==> config.mk <==
export PLATFORM = sky130hd
export DESIGN_NAME = mtl_timing_gen
export DESIGN_NICKNAME = d
export VERILOG_FILES = /design/src/rtl/mtl_pkg.sv /design/src/rtl/sync_delay.sv /design/src/rtl/mtl_timing_gen.sv
export SDC_FILE = /design/constraint.sdc
export NUM_CORES = 1
export LEC_CHECK = 0
export CAP_MARGIN = 0
export CORE_MARGIN = 3
export CORE_UTILIZATION = 55
export DETAILED_ROUTE_END_ITERATION = 8
export PLACE_DENSITY = 0.9
export SETUP_SLACK_MARGIN = 0.15
export SLEW_MARGIN = 25
export SYNTH_ARGS = -nofsm -noshare
export SYNTH_HDL_FRONTEND = slang
export SYNTH_HIERARCHICAL = 1
export SYNTH_SLANG_ARGS = --single-unit
==> constraint.sdc <==
create_clock -name clk -period 5.1 [get_ports clk]
set_input_delay 1.02 -clock clk [delete_from_list [all_inputs] [get_ports clk]]
set_output_delay 1.02 -clock clk [all_outputs]
set_load 0.02 [all_outputs]
==> src/rtl/mtl_pkg.sv <==
// Shared timing defaults and helpers for the mtl display timing generator.
package mtl_pkg;

  // Default 800x480 panel timing (pixel clocks / lines)
  localparam int H_SYNC_DEF   = 30;
  localparam int H_BP_DEF     = 16;
  localparam int H_ACTIVE_DEF = 800;
  localparam int H_FP_DEF     = 210;
  localparam int V_SYNC_DEF   = 13;
  localparam int V_BP_DEF     = 10;
  localparam int V_ACTIVE_DEF = 480;
  localparam int V_FP_DEF     = 22;
  localparam int PIPE_DLY_DEF = 1;

  localparam int H_TOTAL = H_SYNC_DEF + H_BP_DEF + H_ACTIVE_DEF + H_FP_DEF;
  localparam int V_TOTAL = V_SYNC_DEF + V_BP_DEF + V_ACTIVE_DEF + V_FP_DEF;

  // Sync/de bundle carried through the alignment delay line
  typedef struct packed {
    logic hsync_n;
    logic vsync_n;
    logic de;
  } sync_t;

  localparam sync_t SYNC_IDLE = '{hsync_n: 1'b1, vsync_n: 1'b1, de: 1'b0};

  // Counter width able to hold 0..total-1 (never narrower than one bit)
  function automatic int cnt_w(input int total);
    return (total > 1) ? $clog2(total) : 1;
  endfunction

endpackage

==> src/rtl/sync_delay.sv <==
// Enabled shift register of configurable width/depth; depth 0 is a wire.
module sync_delay #(
  parameter int               WIDTH   = 3,
  parameter int               DEPTH   = 1,
  parameter logic [WIDTH-1:0] RST_VAL = '0
) (
  input  logic             clk,
  input  logic             reset_n,
  input  logic             en,
  input  logic [WIDTH-1:0] din,
  output logic [WIDTH-1:0] dout
);

  generate
    if (DEPTH == 0) begin : g_pass
      logic unused_ctrl;
      assign unused_ctrl = ^{clk, reset_n, en};
      assign dout = din;
    end else begin : g_shift
      logic [WIDTH-1:0] sr_p [DEPTH];

      // Advance one stage per enabled cycle; reset fills every stage with the idle pattern
      always_ff @(posedge clk or negedge reset_n) begin
        if (!reset_n) begin
          for (int i = 0; i < DEPTH; i++) sr_p[i] <= RST_VAL;
        end else if (en) begin
          sr_p[0] <= din;
          for (int i = 1; i < DEPTH; i++) sr_p[i] <= sr_p[i-1];
        end
      end

      assign dout = sr_p[DEPTH-1];
    end
  endgenerate

endmodule

==> src/rtl/mtl_timing_gen.sv <==
// Display timing generator: h/v counters, registered active-area coordinates,
// line/frame pulses, and sync/de delayed to line up with the colour stage.
module mtl_timing_gen
  import mtl_pkg::*;
#(
  parameter int H_SYNC   = H_SYNC_DEF,
  parameter int H_BP     = H_BP_DEF,
  parameter int H_ACTIVE = H_ACTIVE_DEF,
  parameter int H_FP     = H_FP_DEF,
  parameter int V_SYNC   = V_SYNC_DEF,
  parameter int V_BP     = V_BP_DEF,
  parameter int V_ACTIVE = V_ACTIVE_DEF,
  parameter int V_FP     = V_FP_DEF,
  parameter int PIPE_DLY = PIPE_DLY_DEF
) (
  input  logic        clk,
  input  logic        reset_n,
  input  logic        en,
  output logic [10:0] Xpos,
  output logic [9:0]  Ypos,
  output logic        hsync_n,
  output logic        vsync_n,
  output logic        de,
  output logic        line_start,
  output logic        frame_start
);

  localparam int H_TOT  = H_SYNC + H_BP + H_ACTIVE + H_FP;
  localparam int V_TOT  = V_SYNC + V_BP + V_ACTIVE + V_FP;
  localparam int HW     = cnt_w(H_TOT);
  localparam int VW     = cnt_w(V_TOT);
  localparam int H_ACT0 = H_SYNC + H_BP;
  localparam int H_ACT1 = H_ACT0 + H_ACTIVE;
  localparam int V_ACT0 = V_SYNC + V_BP;
  localparam int V_ACT1 = V_ACT0 + V_ACTIVE;

  logic [HW-1:0] h_cnt;
  logic [VW-1:0] v_cnt;
  logic          h_wrap;
  logic          v_wrap;
  logic          h_act;
  logic          v_act;
  logic          hs_n;
  logic          vs_n;
  sync_t         sync_p0;
  sync_t         sync_dly;

  // Decode counter state: wrap points, active window, undelayed syncs
  always_comb begin
    h_wrap = (32'(h_cnt) == H_TOT - 1);
    v_wrap = (32'(v_cnt) == V_TOT - 1);
    h_act  = (32'(h_cnt) >= H_ACT0) && (32'(h_cnt) < H_ACT1);
    v_act  = (32'(v_cnt) >= V_ACT0) && (32'(v_cnt) < V_ACT1);
    hs_n   = !(32'(h_cnt) < H_SYNC);
    vs_n   = !(32'(v_cnt) < V_SYNC);
  end

  // Pixel/line counters; v_cnt steps only when the line wraps
  always_ff @(posedge clk or negedge reset_n) begin
    if (!reset_n) begin
      h_cnt <= '0;
      v_cnt <= '0;
    end else if (en) begin
      if (h_wrap) begin
        h_cnt <= '0;
        v_cnt <= v_wrap ? '0 : v_cnt + VW'(1);
      end else begin
        h_cnt <= h_cnt + HW'(1);
      end
    end
  end

  // Stage p0: coordinates, pulses and undelayed sync bundle, one cycle after the counters
  always_ff @(posedge clk or negedge reset_n) begin
    if (!reset_n) begin
      Xpos        <= '0;
      Ypos        <= '0;
      sync_p0     <= SYNC_IDLE;
      line_start  <= 1'b0;
      frame_start <= 1'b0;
    end else begin
      line_start  <= en && (h_cnt == '0);
      frame_start <= en && (h_cnt == '0) && (v_cnt == '0);
      if (en) begin
        Xpos    <= (h_act && v_act) ? 11'(h_cnt - HW'(H_ACT0)) : '0;
        Ypos    <= (h_act && v_act) ? 10'(v_cnt - VW'(V_ACT0)) : '0;
        sync_p0 <= '{hsync_n: hs_n, vsync_n: vs_n, de: h_act && v_act};
      end
    end
  end

  // Stage p1..pN: align sync/de with the downstream registered RGB
  sync_delay #(
    .WIDTH  ($bits(sync_t)),
    .DEPTH  (PIPE_DLY),
    .RST_VAL(SYNC_IDLE)
  ) u_sync_delay (
    .clk    (clk),
    .reset_n(reset_n),
    .en     (en),
    .din    (sync_p0),
    .dout   (sync_dly)
  );

  assign hsync_n = sync_dly.hsync_n;
  assign vsync_n = sync_dly.vsync_n;
  assign de      = sync_dly.de;

endmodule
==> results.sh, run 1 <==
export IMPL_cts_max_level=2
export IMPL_syn_area_per_cell_um2=10.34
export IMPL_max_fanout_on_critical_path=10
export IMPL_place_hpwl_um=3715
export IMPL_cpLargestDelayFamily="simple AND/OR/NAND/NOR gates"
export IMPL_globalRouteTotalUtil=0.2048
export IMPL_clock_latency_ps=310
export IMPL_timing_clock_skew_ps=3.381
export IMPL_yosysWarningCount=6
export IMPL_root_cell_of_the_clock_tree="sky130_fd_sc_hd__clkbuf_8"
export IMPL_tns_ps=0
export IMPL_area_used_by_sequential_logic_in_the_layout_mm2=0.001256
export IMPL_hold_path_class="reg2reg"
export IMPL_hold_viol=0
export IMPL_cp_arrival_ps=3050
export IMPL_finish_cell_count_without_fillers=347
export IMPL_cts_resized=0
export IMPL_num_antenna_cells=0
export IMPL_die_y_um=76.59
export IMPL_netSwitchingPower_mw=0.2790
export IMPL_ys_seq_elements=50
export IMPL_critPathLaunchType="input port"
export IMPL_power_density_over_cell_area_mw_per_mm2=287.4
export IMPL_tightest_slew_ps=831.8
export IMPL_first_iter_violations=226
export IMPL_critical_path_slowest_cell="sky130_fd_sc_hd__or4b_2"
export IMPL_ioPinCount=29
export IMPL_crit_path_cell_trace="clkdlybuf4s50_1 > and3_1 > nand4_2 > or4b_2 > o21ai_0"
export IMPL_synth_lib_cells_used_distinct=49
export IMPL_drive_above_1_share=0.1429
export IMPL_setup_viol=0
export IMPL_nNetsFinal=288
export IMPL_grt_remaining_overflow=0
export IMPL_numClockSinks=50
export IMPL_syn_area_mm2=0.002740
export IMPL_wl_per_cell_um=15.86
export IMPL_clock_power_share=0.271
export IMPL_critical_path_n_buffers_inverters=1
export IMPL_post_route_drc_count=0
export IMPL_starting_density_of_the_core=0.5763
export IMPL_slew_hr=0.4404
export IMPL_cap_violations=0
export IMPL_design_area_mm2=0.003099
export IMPL_path_class="in2reg"
export IMPL_cts_repair_timing_setup_buffer_count=0
export IMPL_placed_cells=339
export IMPL_number_of_global_route_vias_before_repair=1997
export IMPL_timing_final_max_slew_violations=0
export IMPL_outcome="completed"
export IMPL_vias_per_cell=5.968
export IMPL_slowest_delay_ps=700
export IMPL_num_vias=2071
export IMPL_flow_area_growth_from_synthesis_pct=13.10
export IMPL_totalWireLength_um=5505
export IMPL_io_buffers=28
export IMPL_largest_net_degree_at_the_start_of_global_routing=51
export IMPL_ys_async_sr_fraction=1.000
export IMPL_number_of_nets_in_the_synthesized_netlist=274
export IMPL_filler_cell_count=372
export IMPL_synth_seq_area_share=0.4584
export IMPL_cts_tree="done"
export IMPL_place_congestion=0.8970
export IMPL_rsz0062_at_grt="no"
export IMPL_cts_inserted_buffers=5
export IMPL_power_sequential_fraction=0.534
export IMPL_swShare=0.3132
export IMPL_leakage_nw=1.248
export IMPL_drt_pass1_iterations=4
export IMPL_holdBufCountCts=0
export IMPL_post_dp_cell_area_mm2=0.003004
export IMPL_synthCells=265
export IMPL_intPower_mw=0.6117
export IMPL_clockBufferDepth=2
export IMPL_fmax_ghz=0.3546
export IMPL_crit_required_ps=5330
export IMPL_fp_row_count=25
export IMPL_worst_vdd_drop_mv=0.1580
export IMPL_clock_period_minus_worst_slack_ps=2820
export IMPL_end_kind="flop"
export IMPL_remaining_antenna_violation_count=0
export IMPL_grt_antenna_before_repair=0
export IMPL_cts_reportedPaths_clkPinSlew_ps=90
export IMPL_leading_register_cell_type_out_of_synthesis="sky130_fd_sc_hd__dfrtp_1"
export IMPL_edff_count_synth=0
export IMPL_combinationalPowerShare=0.196
export IMPL_multi_input_area_mm2=0.001259
export IMPL_fp_dieW_um=76.59
export IMPL_design_core_area_mm2=0.004755
export IMPL_final_period_util=0.5530
export IMPL_wire_length_of_the_first_global_routing_pass_um=9673
export IMPL_full_die_area_mm2=0.005865
[worst register-to-register path, stage by stage (launching register included)]
cell	delay, ps
sky130_fd_sc_hd__dfrtp_1	520
sky130_fd_sc_hd__ha_1	350
sky130_fd_sc_hd__a21o_1	270
sky130_fd_sc_hd__a211oi_1	110
sky130_fd_sc_hd__or4_4	740
sky130_fd_sc_hd__o41ai_1	360
[layout by cell type (no fill, tap or decap), types with 2 or more instances in the layout]
| cell | synthesis | routed |
|---|---|---|
| sky130_fd_sc_hd__a2111oi_0 | 3 | 3 |
| sky130_fd_sc_hd__a211oi_1 | 3 | 3 |
| sky130_fd_sc_hd__a21o_1 | 2 | 2 |
| sky130_fd_sc_hd__a21oi_1 | 9 | 9 |
| sky130_fd_sc_hd__a31o_2 | 2 | 2 |
| sky130_fd_sc_hd__a31oi_1 | 3 | 3 |
| sky130_fd_sc_hd__and2_1 | 2 | 2 |
| sky130_fd_sc_hd__and3_1 | 4 | 4 |
| sky130_fd_sc_hd__and4_1 | 3 | 3 |
| sky130_fd_sc_hd__buf_4 | 0 | 2 |
| sky130_fd_sc_hd__clkbuf_8 | 0 | 6 |
| sky130_fd_sc_hd__clkdlybuf4s50_1 | 0 | 27 |
| sky130_fd_sc_hd__dfrtp_1 | 46 | 46 |
| sky130_fd_sc_hd__dfstp_2 | 4 | 4 |
| sky130_fd_sc_hd__ha_1 | 6 | 6 |
| sky130_fd_sc_hd__inv_1 | 32 | 32 |
| sky130_fd_sc_hd__mux2_2 | 3 | 3 |
| sky130_fd_sc_hd__nand2_1 | 15 | 15 |
| sky130_fd_sc_hd__nand3_1 | 9 | 9 |
| sky130_fd_sc_hd__nand4_1 | 5 | 5 |
| sky130_fd_sc_hd__nor2_1 | 10 | 10 |
| sky130_fd_sc_hd__nor4_1 | 3 | 3 |
| sky130_fd_sc_hd__o21ai_0 | 10 | 10 |
| sky130_fd_sc_hd__o22ai_1 | 2 | 2 |
| sky130_fd_sc_hd__o32ai_1 | 6 | 6 |
| sky130_fd_sc_hd__o32ai_2 | 14 | 14 |
| sky130_fd_sc_hd__or3_1 | 2 | 2 |
| sky130_fd_sc_hd__or4_1 | 2 | 2 |
| sky130_fd_sc_hd__or4b_2 | 2 | 2 |
| sky130_fd_sc_hd__xnor2_1 | 19 | 19 |
| sky130_fd_sc_hd__xor2_1 | 5 | 5 |
[flip-flops by register name, indices dropped and copies added, names as in the netlist]
signal             flops
Xpos                  11
Ypos                  10
frame_start            1
h_cnt                 11
line_start             1
sync_p0                3
u_sync_delay/dout      3
v_cnt                 10
[Yosys cell counts (2+ instances only)]
cell / number / area (um^2)
sky130_fd_sc_hd__a2111oi_0: 3 / 26.28
sky130_fd_sc_hd__a211oi_1: 3 / 22.52
sky130_fd_sc_hd__a21o_1: 2 / 15.01
sky130_fd_sc_hd__a21oi_1: 9 / 45.04
sky130_fd_sc_hd__a31o_2: 2 / 17.52
sky130_fd_sc_hd__a31oi_1: 3 / 18.77
sky130_fd_sc_hd__and2_1: 2 / 12.51
sky130_fd_sc_hd__and3_1: 4 / 25.02
sky130_fd_sc_hd__and4_1: 3 / 26.28
sky130_fd_sc_hd__buf_1: 2 / 7.510
sky130_fd_sc_hd__buf_2: 2 / 10.01
sky130_fd_sc_hd__buf_6: 3 / 33.78
sky130_fd_sc_hd__clkbuf_1: 15 / 56.30
sky130_fd_sc_hd__dfrtp_1: 46 / 1151
sky130_fd_sc_hd__dfstp_2: 4 / 105.1
sky130_fd_sc_hd__ha_1: 6 / 75.07
sky130_fd_sc_hd__inv_1: 32 / 120.1
sky130_fd_sc_hd__mux2_2: 3 / 33.78
sky130_fd_sc_hd__nand2_1: 15 / 56.30
sky130_fd_sc_hd__nand3_1: 9 / 45.04
sky130_fd_sc_hd__nand4_1: 5 / 31.28
sky130_fd_sc_hd__nor2_1: 10 / 37.54
sky130_fd_sc_hd__nor4_1: 3 / 18.77
sky130_fd_sc_hd__o21ai_0: 10 / 50.05
sky130_fd_sc_hd__o22ai_1: 2 / 12.51
sky130_fd_sc_hd__o32ai_1: 6 / 52.55
sky130_fd_sc_hd__o32ai_2: 14 / 227.7
sky130_fd_sc_hd__or3_1: 2 / 12.51
sky130_fd_sc_hd__or4_1: 2 / 15.01
sky130_fd_sc_hd__or4b_2: 2 / 20.02
sky130_fd_sc_hd__xnor2_1: 19 / 166.4
sky130_fd_sc_hd__xor2_1: 5 / 43.79
[power groups by stage]
stage               logic (mW)  registers, mW  clock network [mW]
floorplan                0.146          0.459                   0
global placement         0.167          0.477                   0
detailed placement       0.175          0.481                   0
CTS                      0.176          0.473               0.245
global route             0.194          0.481               0.261
finish                   0.174          0.475               0.241
[through the flow]
| step | util | power (mW) | setup slack [ps] | hold WS (ps) |
|---|---|---|---|---|
| after floorplan | - | 0.6049 | 2740 | 449.3 |
| after global placement | 0.6308 | 0.6445 | 2005 | 471.3 |
| after detailed placement | 0.6318 | 0.6559 | 1965 | 467.6 |
| after CTS | 0.6518 | 0.8944 | 2289 | 491.3 |
| after global routing | 0.6518 | 0.9369 | 2105 | 508.4 |
| final | 0.6518 | 0.8906 | 2280 | 489.3 |
[per-layer routing]
metal	vias to the layer above	GRT usage	share of wire
met3	13	0.04255	0.060
met5	-	0	0
met2	70	0.3234	0.49
li1	976	-	-
met4	0	0.08514	0.025
met1	1012	0.2749	0.43
[cells by family (layout without fill, tap and decap cells)]
kind of cell               count (synthesis)  count (layout)  synth area share
muxes                                      4               4           0.01598
buffers and inverters                     54              69           0.08311
and+or+nand+nor                           68              68            0.1452
AOI/OAI and AO/OA                         59              59            0.1932
adders and majority gates                  6               6           0.02740
DFF                                       50              50            0.4584
xor gates and xnor gates                  24              24           0.07671
[path summary, 6_finish.rpt]
path	from	end	slack, ps	depth (start not counted)
worst max-delay path	en	v_cnt[7]	2280	5
worst min-delay path	sync_p0[0]	sync_p0[0]	490	1
worst max register to register	v_cnt[0]	Xpos[10]	2650	5
worst min register to register	sync_p0[0]	sync_p0[0]	490	1
max in group asynchronous	reset_n	h_cnt[6]	3980	1
min in group asynchronous	reset_n	Ypos[6]	710	1
[cell type report]
class | count | share of cell area
clock buffers | 6 | 0.02665
well taps | 67 | 0.02705
inverters | 32 | 0.03876
repair buffers | 29 | 0.09205
clock inverters | 2 | 0.004037
flip-flops and latches | 50 | 0.4053
multi-input cells | 161 | 0.4061
Power figures use the tool's default switching activity.
==> run 2: changes to the inputs <==
==> constraint.sdc (replaced) <==
create_clock -name clk -period 2.9 [get_ports clk]
set_input_delay 0.58 -clock clk [delete_from_list [all_inputs] [get_ports clk]]
set_output_delay 0.58 -clock clk [all_outputs]
set_load 0.02 [all_outputs]
==> run 2 against run 1 <==
- worst setup slack got worse by 1800 ps
- final area up 0.52%
- total power rose by 76%
- global-route usage grew 0.52 points
- final cell count increased by 0.86%
- clock skew increased by 9.0 ps
- sequential share of layout area fell by 0.21 points
- combinational power increased by 91%
- critical endpoint is now Xpos[10]
- largest power group unchanged
==> results.sh, run 2 (synthesis results as in run 1) <==
export IMPL_die_y_um=76.59
export IMPL_reg2reg_to="Xpos[10]"
export IMPL_tns_ps=0
export IMPL_post_dp_cell_area_mm2=0.003022
export IMPL_remaining_antenna_violation_count=0
export IMPL_vias_per_cell=6.017
export IMPL_cts_inserted_buffers=5
export IMPL_fp_dieW_um=76.59
export IMPL_critical_path_cell_count=5
export IMPL_holdBufCountCts=0
export IMPL_ioPinCount=29
export IMPL_num_antenna_cells=0
export IMPL_crit_reg2reg_launch="v_cnt[0]"
export IMPL_grt_antenna_before_repair=0
export IMPL_max_fanout_on_critical_path=22
export IMPL_worst_vdd_drop_mv=0.3461
export IMPL_place_hpwl_um=3930
export IMPL_numClockSinks=50
export IMPL_layout_cells_most_common_list="sky130_fd_sc_hd__dfrtp_1, sky130_fd_sc_hd__inv_1, sky130_fd_sc_hd__clkdlybuf4s50_1"
export IMPL_worst_case_setup_slack_after_placement_ps=455.5
export IMPL_cp_arrival_ps=2600
export IMPL_totalWireLength_um=5704
export IMPL_number_of_global_route_vias_before_repair=2027
export IMPL_filler_cell_count=392
export IMPL_hold_viol=0
export IMPL_root_cell_of_the_clock_tree="sky130_fd_sc_hd__clkbuf_8"
export IMPL_cap_violations=0
export IMPL_critical_path_n_buffers_inverters=0
export IMPL_starting_density_of_the_core=0.5763
export IMPL_critPathLaunchType="flop"
export IMPL_ff2ff_setup_slack_ps=500
export IMPL_drt_pass1_iterations=4
export IMPL_grt_remaining_overflow=0
export IMPL_io_buffers=28
export IMPL_crit_path_cell_trace="ha_1 > a21o_1 > a211oi_1 > or4_4 > o41ai_1"
export IMPL_cp_endpoint="Xpos[10]"
export IMPL_full_die_area_mm2=0.005865
export IMPL_startpoint="v_cnt[0]"
export IMPL_end_kind="flop"
export IMPL_setup_viol=0
export IMPL_design_area_mm2=0.003115
export IMPL_timing_reg2reg_worst_path_depth=5
export IMPL_drive_above_1_share=0.1449
export IMPL_clockBufferDepth=2
export IMPL_cts_max_level=2
export IMPL_path_class="reg2reg"
export IMPL_timing_clock_skew_ps=12.41
export IMPL_post_route_drc_count=0
export IMPL_flow_area_growth_from_synthesis_pct=13.70
export IMPL_mostFrequentLayoutCell="sky130_fd_sc_hd__dfrtp_1"
export IMPL_power_density_over_cell_area_mw_per_mm2=503.6
export IMPL_multi_input_area_mm2=0.001256
export IMPL_leakage_nw=1.264
export IMPL_globalRouteTotalUtil=0.2100
export IMPL_cts_reportedPaths_clkPinSlew_ps=90
export IMPL_clock_period_minus_worst_slack_ps=2402
export IMPL_cpLargestDelayFamily="simple AND/OR/NAND/NOR gates"
export IMPL_cts_repair_timing_setup_buffer_count=0
export IMPL_nNetsFinal=291
export IMPL_timing_final_max_slew_violations=0
export IMPL_tightest_slew_ps=814.8
export IMPL_postLayoutSetupSlackWorst_ps=497.5
export IMPL_num_vias=2106
export IMPL_critical_path_slowest_cell="sky130_fd_sc_hd__or4_4"
export IMPL_slew_hr=0.4518
export IMPL_fp_row_count=25
export IMPL_cts_resized=0
export IMPL_wl_per_cell_um=16.30
export IMPL_rsz0062_at_grt="no"
export IMPL_wire_length_of_the_first_global_routing_pass_um=9867
export IMPL_reg_largest_list="Xpos: 11 flops, h_cnt: 11 flops"
export IMPL_p_total_mw=1.569
export IMPL_final_period_util=0.8284
export IMPL_hold_path_class="in2async"
export IMPL_place_congestion=0.9751
export IMPL_clock_latency_ps=310
export IMPL_design_core_area_mm2=0.004755
export IMPL_area_used_by_sequential_logic_in_the_layout_mm2=0.001256
export IMPL_slowest_delay_ps=740
export IMPL_final_core_util=0.6553
export IMPL_largest_net_degree_at_the_start_of_global_routing=50
export IMPL_cts_tree="done"
export IMPL_fmax_ghz=0.4162
export IMPL_outcome="completed"
export IMPL_first_iter_violations=220
export IMPL_crit_required_ps=3100
## run 2: changes by cell type in the layout (fill, tap and decap cells not counted)
| cell | previous run | this run |
|---|---|---|
| sky130_fd_sc_hd__buf_4 | 2 | 5 |
| sky130_fd_sc_hd__nand2b_1 | 0 | 1 |
| sky130_fd_sc_hd__nand2b_2 | 1 | 0 |
| sky130_fd_sc_hd__clkbuf_1 | 0 | 1 |
| sky130_fd_sc_hd__clkinvlp_4 | 1 | 0 |
## run 2: worst min-delay path by stage
stage,depth (start not counted),endpoint,slack (ps)
after floorplan,0,Xpos[0],280
after global placement,2,Xpos[10],470
after detailed placement,2,Xpos[10],480
after CTS,1,v_cnt[4],490
after global routing,1,Ypos[0],320
final,1,v_cnt[4],270
## run 2: cell type report
cell class                 count  area share
timing repair buffer          32     0.09880
tap                           67     0.02691
clock inverter                 1    0.001606
inverter                      32     0.03855
multi-input combinational    161      0.4032
clock buffer                   7     0.02771
sequential                    50      0.4032
## run 2: power breakdown
group / leakage, nW / switching, mW / internal, mW / total, mW
clock: 0.0482 / 0.225 / 0.193 / 0.418
sequential: 0.648 / 0.0688 / 0.749 / 0.818
combinational: 0.568 / 0.191 / 0.142 / 0.333
## run 2: metal layers
metal / part of all wire / vias to the layer above / wire length, um / track usage
li1: - / 974 / - / -
met1: 0.43 / 1007 / 2473 / 0.2826
met2: 0.47 / 111 / 2706 / 0.3286
met3: 0.068 / 14 / 390 / 0.04137
met4: 0.023 / 0 / 133 / 0.09420
met5: 0 / - / 0 / 0
## run 2: worst register-to-register path: stages (launching register included)
cell	delay (ps)
sky130_fd_sc_hd__dfrtp_1	510
sky130_fd_sc_hd__ha_1	340
sky130_fd_sc_hd__a21o_1	240
sky130_fd_sc_hd__a211oi_1	100
sky130_fd_sc_hd__or4_4	740
sky130_fd_sc_hd__o41ai_1	350
## run 2: per-stage QoR
stage | std cells | hold slack [ps]
floorplan | 265 | 284.4
global placement | 342 | 471.7
detailed placement | 342 | 477.0
CTS | 350 | 491.2
global route | 350 | 315.6
finish | 350 | 266.1
